$ cat src/rtl/stream_rr_arbiter.sv
// Purpose : round-robin N_IN:1 packet arbiter onto a single valid/ready stream, beats tagged with source.
// Latency : 1 cycle from input accept to registered output; sustains 1 beat/clk when downstream is ready.
// Backpr. : granted requester sees ready only while the output register is empty or draining this cycle.
//
// Ports
//   i_clock / i_reset          single clock, synchronous active-high reset
//   i_in_data/valid/last       requester k uses data[k*WIDTH +: WIDTH], valid[k], last[k]
//   o_in_ready                 per-requester ready, at most one bit high, all low during reset
//   o_out_data/valid/last/src  registered output beat and the index of the requester it came from
//   i_out_ready                downstream ready
module stream_rr_arbiter #(
    parameter int WIDTH = 16,
    parameter int N_IN  = 4,
    localparam int SRC_W = $clog2(N_IN)
) (
    input  logic                  i_clock,
    input  logic                  i_reset,
    input  logic [N_IN*WIDTH-1:0] i_in_data,
    input  logic [N_IN-1:0]       i_in_valid,
    input  logic [N_IN-1:0]       i_in_last,
    output logic [N_IN-1:0]       o_in_ready,
    output logic [WIDTH-1:0]      o_out_data,
    output logic                  o_out_valid,
    output logic                  o_out_last,
    output logic [SRC_W-1:0]      o_out_src,
    input  logic                  i_out_ready
);

    // Encodings 2'b10 / 2'b11 are unreachable; every decoder below treats them as ST_IDLE.
    typedef enum logic [1:0] {
        ST_IDLE   = 2'b00,
        ST_LOCKED = 2'b01
    } state_t;

    state_t           state;
    state_t           state_nxt;
    logic [SRC_W-1:0] rr_ptr;
    logic [SRC_W-1:0] rr_ptr_nxt;
    logic [SRC_W-1:0] grant;
    logic [SRC_W-1:0] grant_nxt;
    logic [SRC_W-1:0] sel;
    logic [SRC_W-1:0] cur_src;
    logic             locked;
    logic             any_valid;
    logic             slot_free;
    logic             accept;
    logic             acc_last;
    logic [WIDTH-1:0] acc_data;
    logic [N_IN-1:0]  in_ready;
    int               scan_idx;

    // Increment with explicit wrap so non-power-of-2 N_IN never reaches an unused index.
    function automatic logic [SRC_W-1:0] ptr_inc(input logic [SRC_W-1:0] p);
        if (p == SRC_W'(N_IN - 1)) begin
            return '0;
        end
        return p + SRC_W'(1);
    endfunction

    assign locked    = (state == ST_LOCKED);
    // The output register can take a new beat if it is empty or its beat leaves this edge.
    assign slot_free = ~o_out_valid | i_out_ready;

    // Round-robin scan: offset i from rr_ptr, first valid requester wins.
    always_comb begin
        sel       = '0;
        any_valid = 1'b0;
        scan_idx  = 0;
        for (int i = 0; i < N_IN; i++) begin
            scan_idx = int'(rr_ptr) + i;
            if (scan_idx >= N_IN) begin
                scan_idx = scan_idx - N_IN;
            end
            for (int k = 0; k < N_IN; k++) begin
                if (!any_valid && (k == scan_idx) && i_in_valid[k]) begin
                    any_valid = 1'b1;
                    sel       = SRC_W'(k);
                end
            end
        end
    end

    // While a packet is in progress the grant is frozen; otherwise the fresh selection is used.
    assign cur_src = locked ? grant : sel;

    always_comb begin
        in_ready = '0;
        if (!i_reset && (locked || any_valid)) begin
            for (int k = 0; k < N_IN; k++) begin
                if (cur_src == SRC_W'(k)) begin
                    in_ready[k] = slot_free;
                end
            end
        end
    end

    assign o_in_ready = in_ready;
    assign accept     = |(in_ready & i_in_valid);

    // Beat mux for the current source.
    always_comb begin
        acc_data = '0;
        acc_last = 1'b0;
        for (int k = 0; k < N_IN; k++) begin
            if (cur_src == SRC_W'(k)) begin
                acc_data = i_in_data[k*WIDTH +: WIDTH];
                acc_last = i_in_last[k];
            end
        end
    end

    // Next-state logic.
    always_comb begin
        state_nxt  = state;
        rr_ptr_nxt = rr_ptr;
        grant_nxt  = grant;
        case (state)
            ST_LOCKED: begin
                // A bubble on the granted requester keeps the lock; nobody else may cut in.
                if (accept && acc_last) begin
                    state_nxt  = ST_IDLE;
                    rr_ptr_nxt = ptr_inc(grant);
                end
            end
            default: begin
                state_nxt = ST_IDLE;
                if (accept) begin
                    if (acc_last) begin
                        rr_ptr_nxt = ptr_inc(sel);
                    end else begin
                        grant_nxt = sel;
                        state_nxt = ST_LOCKED;
                    end
                end
            end
        endcase
    end

    always_ff @(posedge i_clock) begin
        if (i_reset) begin
            state       <= ST_IDLE;
            rr_ptr      <= '0;
            grant       <= '0;
            o_out_valid <= 1'b0;
            o_out_data  <= '0;
            o_out_last  <= 1'b0;
            o_out_src   <= '0;
        end else begin
            state  <= state_nxt;
            rr_ptr <= rr_ptr_nxt;
            grant  <= grant_nxt;
            // Loading on the same edge the held beat drains keeps the stream bubble-free.
            if (accept) begin
                o_out_valid <= 1'b1;
                o_out_data  <= acc_data;
                o_out_last  <= acc_last;
                o_out_src   <= cur_src;
            end else if (i_out_ready) begin
                o_out_valid <= 1'b0;
            end
        end
    end

    // Structural invariants.
    a_ready_onehot : assert property (@(posedge i_clock) $onehot0(o_in_ready));

    a_hold_stable : assert property (@(posedge i_clock)
        (o_out_valid && !i_out_ready && !i_reset) |=> $stable({o_out_data, o_out_last, o_out_src}));

endmodule

$ cat config.mk
export PLATFORM = sky130hd
export DESIGN_NAME = stream_rr_arbiter
export DESIGN_NICKNAME = d
export VERILOG_FILES = /design/src/rtl/stream_rr_arbiter.sv
export SDC_FILE = /design/constraint.sdc
export NUM_CORES = 1
export LEC_CHECK = 0
export ABC_AREA = 1
export ABC_CLOCK_PERIOD_IN_PS = 3800
export BUFFER_PORTS_ARGS = -buffer_cell sky130_fd_sc_hd__buf_2
export CAP_MARGIN = 10
export CORE_UTILIZATION = 49
export CTS_CLUSTER_DIAMETER = 80
export DETAILED_ROUTE_END_ITERATION = 8
export PLACE_DENSITY = 0.95
export SYNTH_ARGS = -nofsm -noshare
export SYNTH_HDL_FRONTEND = slang
export SYNTH_SLANG_ARGS = --single-unit
$ cat constraint.sdc
create_clock -name i_clock -period 3.8 [get_ports i_clock]
set_input_delay 0 -clock i_clock [delete_from_list [all_inputs] [get_ports i_clock]]
set_output_delay 0 -clock i_clock [all_outputs]
set_load 0.05 [all_outputs]
==> results.cfg, run 1 <==
[yosys]
synth_compound_area_share_pct = 6.734
synthMuxAreaShare_pct = 0
synthXorXnorAreaFrac_pct = 0
synth_area_leaders = nand2_1 27%, dfxtp_1 27%, nand4_1 7.7%, nor2_1 5.7%, a21oi_1 5.1%
yosys_warnings = 0
synthAdderAreaFrac_pct = 0.6734
synth_top_family_by_area = simple AND/OR/NAND/NOR gates
avgSynthCellArea_um2 = 5.861
synth_area_leader_cell = nand2_1
synth-seq-area-share_pct = 26.94
synth_area_um2 = 1858
yosys.area_share.simple_pct = 57.10
yosysUniqueCellTypes = 24
ys_seq_elements = 25
synthesis.nets = 393
synthCells = 317
synth_top_area_share_pct = 27.27

[route]
first_iter_violations = 101
detail-route-antenna-nets = 0
wl_per_cell_um = 11.00
route.detailed.drc = 0
wirelength_um = 5025
first_pass_iters = 5
routed-via-count = 2324
vias_per_cell = 5.085

[clocking]
post_cts_buffers = 0
cts_tree = done
clk_path_buf_depth = 2
clk_pin_slew_ps = 90
cts_resized = 0
postCtsHoldBufs = 0
clk_latency_ps = 270
cts_buffers = 3
cts.sinks = 25
cts_max_level = 1
cts-root-buf = clkbuf_8

[final_layout]
antennaDiodeCount = 0
instances_no_fill = 457
layout-drive-gt1-share_pct = 31.54
design_area_um2 = 2394
nets = 486
layout_commonest_cell = nand2_1
final_cell_mix = 135 x nand2_1, 98 x buf_2, 28 x nor2_1
syn_to_final_growth_pct = 28.82

[setup_path]
critPathArrivalTime_ps = 3310
path_max_fanout = 21
crit_type = reg2reg
start_kind = flip-flop
reg2reg_slack_ps = 700
worst_setup_path_end_kind = flip-flop
worstPathRequired_ps = 4010
reg2regPathDepth = 20

[timing]
setup_viol = 0
fin_crit_ps = 3104
max_slew_margin_pct = 49.46
period_share_pct = 81.68
rsz0062_at_grt = false
finalHoldViolCount = 0
clock_skew_ps = 6.628
tns_ps = 0
slew_viol_final = 0
fmax_mhz = 322.2
worst_pin_slew_ps = 757.3

[floorplan]
initial_core_util_pct = 50.75
fp-row-count = 22
design.core.area_um2 = 3661
dieHeight_um = 63.58
die_area_um2 = 4042
num_io_pins = 99
die_w_um = 63.58

[placement]
placed_cells = 453
gp_congestion = 0.9118
port_buffers = 98
dpl-instance-area_um2 = 2347
dp_hpwl_um = 4049

[global_routing]
antenna_found_initial = 0
overflow = 0
grtUsageTotal_pct = 26.10
grt_max_degree = 23
grt_pass1_vias = 2114
grt_pass1_wl_um = 8625

[power_and_ir_drop]
leakage_nw = 1.256
p_per_area_nw_per_um2 = 1133
power_w = 0.002711
ir_worst_vdd_mv = 0.5807

[min_path]
hp-class = in2reg
whs_path_depth = 4

[status]
status = finished clean

[job]
drv_cap = 0
[area by class of cell]
type                    count  area (um2)
clock buffers               3       41.29
inverters                  26       97.59
clock inverters             1       5.005
well taps                  48       60.06
fillers                   323        1267
multi-input cells         256        1199
repair buffers             98       490.5
flip-flops and latches     25       500.5
[where the power goes]
part / switching [W] / internal (W)
Clock: 0.0000802 / 0.0000732
Combinational: 0.00153 / 0.000579
Sequential: 0.0000751 / 0.000377
[critical path, stage by stage, from the launching register on]
cell and delay, ps:
dfxtp_1 430, inv_1 100, nand3_1 100, nand2_1 80, nor2_1 140, nand4_1 130, nor2_1 110, nand4_1 110
nor2_1 140, nand3_1 80, nand2_1 70, inv_2 40, nand2_1 90, nand2_1 90, nand2_4 120, nor2_4 110
nand3_2 80, nand2_2 70, nor2_2 590, o21ai_0 210, nor2_1 130
[cells by family (layout without fill, tap and decap cells)]
group / after synthesis / in the layout
compound gates: 25 / 25
flops: 25 / 25
fa+ha+maj: 1 / 1
simple gates: 230 / 230
buf+inv: 36 / 128
[through the flow]
step           hold slack (ps)  setup WS, ps  util (%)
4_1_cts                  27.83         718.6     65.38
5_1_grt                  44.17         205.3     65.38
6_report                 26.33         696.1     65.38
3_5_place_dp             313.0         736.8     64.11
3_3_place_gp             306.6         878.2     64.11
2_1_floorplan            185.3          1162         -
[layer usage]
layer	vias up	part of all wire [%]	GRT usage (%)
met3	8	4.1	3.442
met5	-	0	0
met1	1030	42	29.30
met4	0	1.2	9.091
li1	1210	-	-
met2	76	53	49.34
[sequential cells by signal, summed over array words and instances (netlist names)]
name and count:
o_out_valid 1, o_out_src 2, state 1, rr_ptr 2, o_out_data 16, o_out_last 1
grant 2
[Yosys cell counts (all sizes together)]
cell,count
nand3b,1
a21oi,19
nand4,26
nand3,17
nor2,38
clkbuf,2
inv,26
nand2,140
or2,1
dfxtp,25
o21ai,6
ha,1
nor3,7
buf,8
[worst paths after layout]
| path | start | to |
|---|---|---|
| setup / recovery | rr_ptr[1]$_SDFFE_PP0P_ | o_out_src[0]$_SDFFE_PP0P_ |
| hold / removal | i_out_ready | o_out_valid$_SDFFE_PP0P_ |
| setup reg to reg | rr_ptr[1]$_SDFFE_PP0P_ | o_out_src[0]$_SDFFE_PP0P_ |
| hold reg to reg | o_out_data[7]$_SDFFE_PP0P_ | o_out_data[7]$_SDFFE_PP0P_ |
No activity file was read; power rests on OpenSTA's default activity.
==> run 2, diff against run 1 <==
--- a/config.mk
+++ b/config.mk
@@ -6,13 +6,13 @@
 export NUM_CORES = 1
 export LEC_CHECK = 0
 export ABC_AREA = 1
-export ABC_CLOCK_PERIOD_IN_PS = 3800
+export ABC_CLOCK_PERIOD_IN_PS = 2600
 export BUFFER_PORTS_ARGS = -buffer_cell sky130_fd_sc_hd__buf_2
 export CAP_MARGIN = 10
-export CORE_UTILIZATION = 49
+export CORE_UTILIZATION = 41
 export CTS_CLUSTER_DIAMETER = 80
 export DETAILED_ROUTE_END_ITERATION = 8
-export PLACE_DENSITY = 0.95
+export PLACE_DENSITY = 0.88
 export SYNTH_ARGS = -nofsm -noshare
 export SYNTH_HDL_FRONTEND = slang
 export SYNTH_SLANG_ARGS = --single-unit
==> constraint.sdc (replaced) <==
create_clock -name i_clock -period 2.6 [get_ports i_clock]
set_input_delay 0 -clock i_clock [delete_from_list [all_inputs] [get_ports i_clock]]
set_output_delay 0 -clock i_clock [all_outputs]
set_load 0.05 [all_outputs]
==> results.cfg, run 2 (synthesis results as in run 1) <==
[status]
status = finished, violations left
violations = setup timing

[placement]
dp_slack_ps = -76.63
placed_cells = 468
dp_hpwl_um = 4353
port_buffers = 98
gp_congestion = 0.8475

[route]
route.detailed.drc = 0
wirelength_um = 6288
wl_per_cell_um = 12.91
vias_per_cell = 5.146
detail-route-antenna-nets = 0
first_pass_iters = 4
routed-via-count = 2506
first_iter_violations = 77

[clocking]
cts_tree = done
clk_pin_slew_ps = 80
cts_max_level = 1
cts-root-buf = clkbuf_8
cts_buffers = 3
clk_latency_ps = 260
clk_path_buf_depth = 2
postCtsHoldBufs = 0
cts.sinks = 25

[timing]
rsz0062_at_grt = true
worst_pin_slew_ps = 443.0
clock_skew_ps = 2.069
max_slew_margin_pct = 70.47
period_share_pct = 102.7
setup_viol = 20
finalHoldViolCount = 0
fin_crit_ps = 2671
setup_slack_ps = -70.96
slew_viol_final = 0
fmax_mhz = 374.4

[setup_path]
reg2regPathDepth = 20
critPathMaxStageDelay_ps = 390
crit_type = reg2reg
worst_setup_path_end_kind = flip-flop
start_kind = flip-flop
worstPathRequired_ps = 2760
slowest_stage = dfxtp_4
critPathArrivalTime_ps = 2830
cp_common_cell = nor2_4
path_max_fanout = 7
reg2reg_slack_ps = -70
cp_cell_sequence = inv_4 -> nand2_4 -> nand3_2 -> nand2_2 -> nor2_4 -> nand4_4 -> nor2_4 -> nand4_4 -> nor2_4 -> buf_4 -> nand4_1 -> nor2_1 -> nor2_2 -> nand4_1 -> nand2_4 -> nor2_4 -> buf_4 -> nor2_2 -> nor2_1 -> nor2_1

[floorplan]
dieHeight_um = 69.32
design.core.area_um2 = 4354
die_area_um2 = 4805
num_io_pins = 99
die_w_um = 69.32
initial_core_util_pct = 42.67
fp-row-count = 24

[final_layout]
largest_register_ffs = 16
syn_to_final_growth_pct = 57.98
instances_no_fill = 487
final_cell_mix = 117 x nand2_1, 94 x buf_2, 24 x nor2_1
utilization_pct = 67.41
layout_commonest_cell = nand2_1
top_register = o_out_data
layout-drive-gt1-share_pct = 44.14
nets = 512
antennaDiodeCount = 0

[global_routing]
grt_pass1_vias = 2250
grt_max_degree = 22
antenna_found_initial = 0
grtUsageTotal_pct = 23.27
grt_pass1_wl_um = 9397
overflow = 0

[min_path]
hp-class = in2reg
whs_path_depth = 4

[job]
drv_cap = 0
==> run 2: changes by cell type in the layout (fill, tap and decap cells not counted), moves of 6 or more <==
cell and delta:
nor2_4 +7, nand2_1 -18, buf_6 +6, buf_4 +19
nand2_2 +12
==> run 2: per-stage QoR <==
step,TNS (ps),cell area (um2),hold slack [ps]
floorplan,-75.68,1858,185.3
global placement,0,2472,315.5
detailed placement,-1114,2472,321.8
CTS,0,2570,41.24
global route,-4333,2935,73.74
finish,-564.8,2935,41.81
==> run 2: worst paths after layout <==
kind | startpoint | endpoint
max reg2reg | rr_ptr[1]$_SDFFE_PP0P_ | grant[1]$_SDFFE_PP0P_
min | i_out_ready | o_out_valid$_SDFFE_PP0P_
min reg2reg | o_out_data[9]$_SDFFE_PP0P_ | o_out_data[9]$_SDFFE_PP0P_
max | rr_ptr[1]$_SDFFE_PP0P_ | grant[1]$_SDFFE_PP0P_
==> run 2: metal layers <==
metal  routed length [um]  GRT usage (%)
met4                  221          11.11
met1                 2474          26.92
met3                  327          2.616
met5                    0              0
met2                 3265          42.29
==> run 2: what timing repair did <==
item                                    CTS  global route
setup buffers                             3            12
resized for setup                         9            67
pin swaps                                 1            26
cloned                                    0             1
endpoints found under the setup margin   26            28
==> run 2: worst max-delay path: cells and delay by family (launching register included) <==
kind,cells,cell delay (ps)
buffers and inverters,3,340
DFF,1,390
and+or+nand+nor,17,1840
==> run 2: final cells by class <==
cell class / count / area (um2)
flip-flops and latches: 25 / 508.0
multi-input cells: 256 / 1424
well taps: 52 / 65.06
repair buffers: 124 / 785.8
fillers: 353 / 1419
inverters: 26 / 107.6
clock buffers: 4 / 45.04
Power of run 2 is not shown: default switching activity piles up to over one toggle a cycle in this logic, so the estimate is an artifact.
==> run 3, diff against run 2 <==
--- a/config.mk
+++ b/config.mk
@@ -5,14 +5,13 @@
 export SDC_FILE = /design/constraint.sdc
 export NUM_CORES = 1
 export LEC_CHECK = 0
-export ABC_AREA = 1
 export ABC_CLOCK_PERIOD_IN_PS = 2600
 export BUFFER_PORTS_ARGS = -buffer_cell sky130_fd_sc_hd__buf_2
 export CAP_MARGIN = 10
 export CORE_UTILIZATION = 41
 export CTS_CLUSTER_DIAMETER = 80
 export DETAILED_ROUTE_END_ITERATION = 8
-export PLACE_DENSITY = 0.88
+export PLACE_DENSITY = 0.87
 export SYNTH_ARGS = -nofsm -noshare
 export SYNTH_HDL_FRONTEND = slang
 export SYNTH_SLANG_ARGS = --single-unit
==> results.cfg, run 3 <==
[final_layout]
final_cell_mix = 98 x buf_2, 52 x mux2i_1, 25 x dfxtp_1
top_register = o_out_data
instances_no_fill = 353
largest_register_ffs = 16
layout_commonest_cell = buf_2
antennaDiodeCount = 0
nFillCells = 403
layout-drive-gt1-share_pct = 43.52
syn_to_final_growth_pct = 30.62
nets = 378

[route]
wirelength_um = 5034
routed-via-count = 1939
first_pass_iters = 4
detail-route-antenna-nets = 0
wl_met1_um = 2056
wl_per_cell_um = 14.26
dr_wl_met2_um = 2679
route.detailed.drc = 0
highest-signal-layer = met4
first_iter_violations = 165
vias_per_cell = 5.493
wl_met3_um = 237

[clocking]
cts_max_level = 1
cts_tree = done
cts.sinks = 25
cts_buffers = 3
clk_pin_slew_ps = 90
clk_latency_ps = 260
post_cts_buffers = 0
clk_path_buf_depth = 2
cts-root-buf = clkbuf_8

[placement]
dp_hpwl_um = 3829
placed_cells = 347
port_buffers = 98
dp_slack_ps = 77.18
gp_congestion = 0.9545

[global_routing]
grt_pass1_wl_um = 8521
grtUsageTotal_pct = 21.21
overflow = 0
grt_max_degree = 21
grt_pass1_vias = 1966
antenna_found_initial = 0

[setup_path]
r2r-end = o_out_last$_SDFFE_PP0P_
critPathArrivalTime_ps = 2540
reg2regPathDepth = 7
crit_start = rr_ptr[1]$_SDFFE_PP0P_
r2r_start = rr_ptr[1]$_SDFFE_PP0P_
reg2reg_slack_ps = 220
path_max_fanout = 11
start_kind = flip-flop
worst_setup_path_end_kind = flip-flop
crit_type = reg2reg
crit_end = o_out_last$_SDFFE_PP0P_
worstPathRequired_ps = 2760

[yosys]
synthArstFlopShare_pct = 0
synthesis.nets = 281
synth_area_leader_cell = mux2i_1
ys.flop_type = dfxtp_1
yosys_warnings = 0
synth_area_um2 = 1908
synth_top_family_by_area = multiplexers
synth_compound_area_share_pct = 18.82
yosys.area_share.simple_pct = 11.61
synthAdderAreaFrac_pct = 0.6557
synth_most_common_cell = mux2i_1
synth_area_leaders = mux2i_1 27%, dfxtp_1 26%, mux2_2 9.4%, nand2_1 3.9%, nor2_1 2.6%
synth-seq-area-share_pct = 26.23
synth_top_area_share_pct = 27.28
yosysUniqueCellTypes = 48
avgSynthCellArea_um2 = 9.308
synthMuxAreaShare_pct = 36.72
synthTopCellsByCount = 52 x mux2i_1, 25 x dfxtp_1, 20 x nand2_1
ys_seq_elements = 25
synth_edf_count = 0
synthCells = 205
synthXorXnorAreaFrac_pct = 0

[floorplan]
design.core.area_um2 = 4414
fp-row-count = 24
initial_core_util_pct = 43.23
dieHeight_um = 70.22
num_io_pins = 99
die_w_um = 70.22
die_area_um2 = 4931

[min_path]
hp-class = in2reg

[timing]
period_share_pct = 91.51
finalHoldViolCount = 0
clock_skew_ps = 1.647
fin_crit_ps = 2379
rsz0062_at_grt = false
fmax_mhz = 420.3
worst_pin_slew_ps = 666.7
tns_ps = 0
slew_viol_final = 0
setup_slack_ps = 220.8
timing.hold.ws_ps = 83.14
max_slew_margin_pct = 55.45
setup_viol = 0

[power_and_ir_drop]
ir_worst_vdd_mv = 0.6110
leakage_nw = 1.258
power_w = 0.002609
p_per_area_nw_per_um2 = 1047

[job]
drv_cap = 0

[status]
status = finished clean
run 3: repair_timing:
item / in CTS / in global routing
hold endpoints to repair: 2 / 0
endpoints found under the setup margin: 2 / 12
gates resized for setup: 0 / 2
hold buffers: 1 / 0
gates cloned: 1 / 0
pin swaps: 1 / 0
run 3: area by class of cell:
class / count / area [um2] / area share (%)
Multi-Input combinational cell: 161 / 1321 / 53.01
Timing Repair Buffer: 103 / 530.5 / 21.29
Sequential cell: 25 / 500.5 / 20.08
Tap cell: 52 / 65.06 / 2.610
Clock buffer: 4 / 45.04 / 1.807
Inverter: 8 / 30.03 / 1.205
run 3: cells by family (layout without fill, tap and decap cells):
kind of cell	after synthesis	count (layout)
flops	25	25
buf+inv	20	115
mux	68	68
compound gates	43	43
fa+ha+maj	1	1
simple gates	48	49
run 3: how the worst min path moves through the flow:
stage,startpoint,endpoint,cells past startpoint
detailed placement,i_reset,grant[0]$_SDFFE_PP0P_,2
global route,i_out_ready,o_out_valid$_SDFFE_PP0P_,3
CTS,i_out_ready,o_out_valid$_SDFFE_PP0P_,3
floorplan,i_reset,grant[0]$_SDFFE_PP0P_,1
finish,i_out_ready,o_out_valid$_SDFFE_PP0P_,3
global placement,i_reset,grant[0]$_SDFFE_PP0P_,2
run 3: critical path, stage by stage (launching register included):
cell      delay (ps)
dfxtp_1          490
nor2_1           150
a222oi_1         450
a32o_2           440
and2_1           220
o21ai_2           80
buf_4            210
a31o_1           230
run 3: metal layers:
metal,track usage (%),up-vias
met1,23.78,909
met3,4.329,6
met5,0,-
li1,-,954
met2,38.62,70
met4,8.444,0
run 3: metrics by stage:
stage	utilization (%)	cell area, um2
final	56.46	2492
after global routing	56.46	2492
after CTS	56.07	2475
after detailed placement	54.68	2414
after global placement	54.68	2414
after floorplan	-	1908
run 3: where the power goes:
group          internal, W  total, W  switching [W]
registers         0.000536  0.000632      0.0000958
logic             0.000638   0.00175        0.00111
clock network     0.000109  0.000231       0.000121
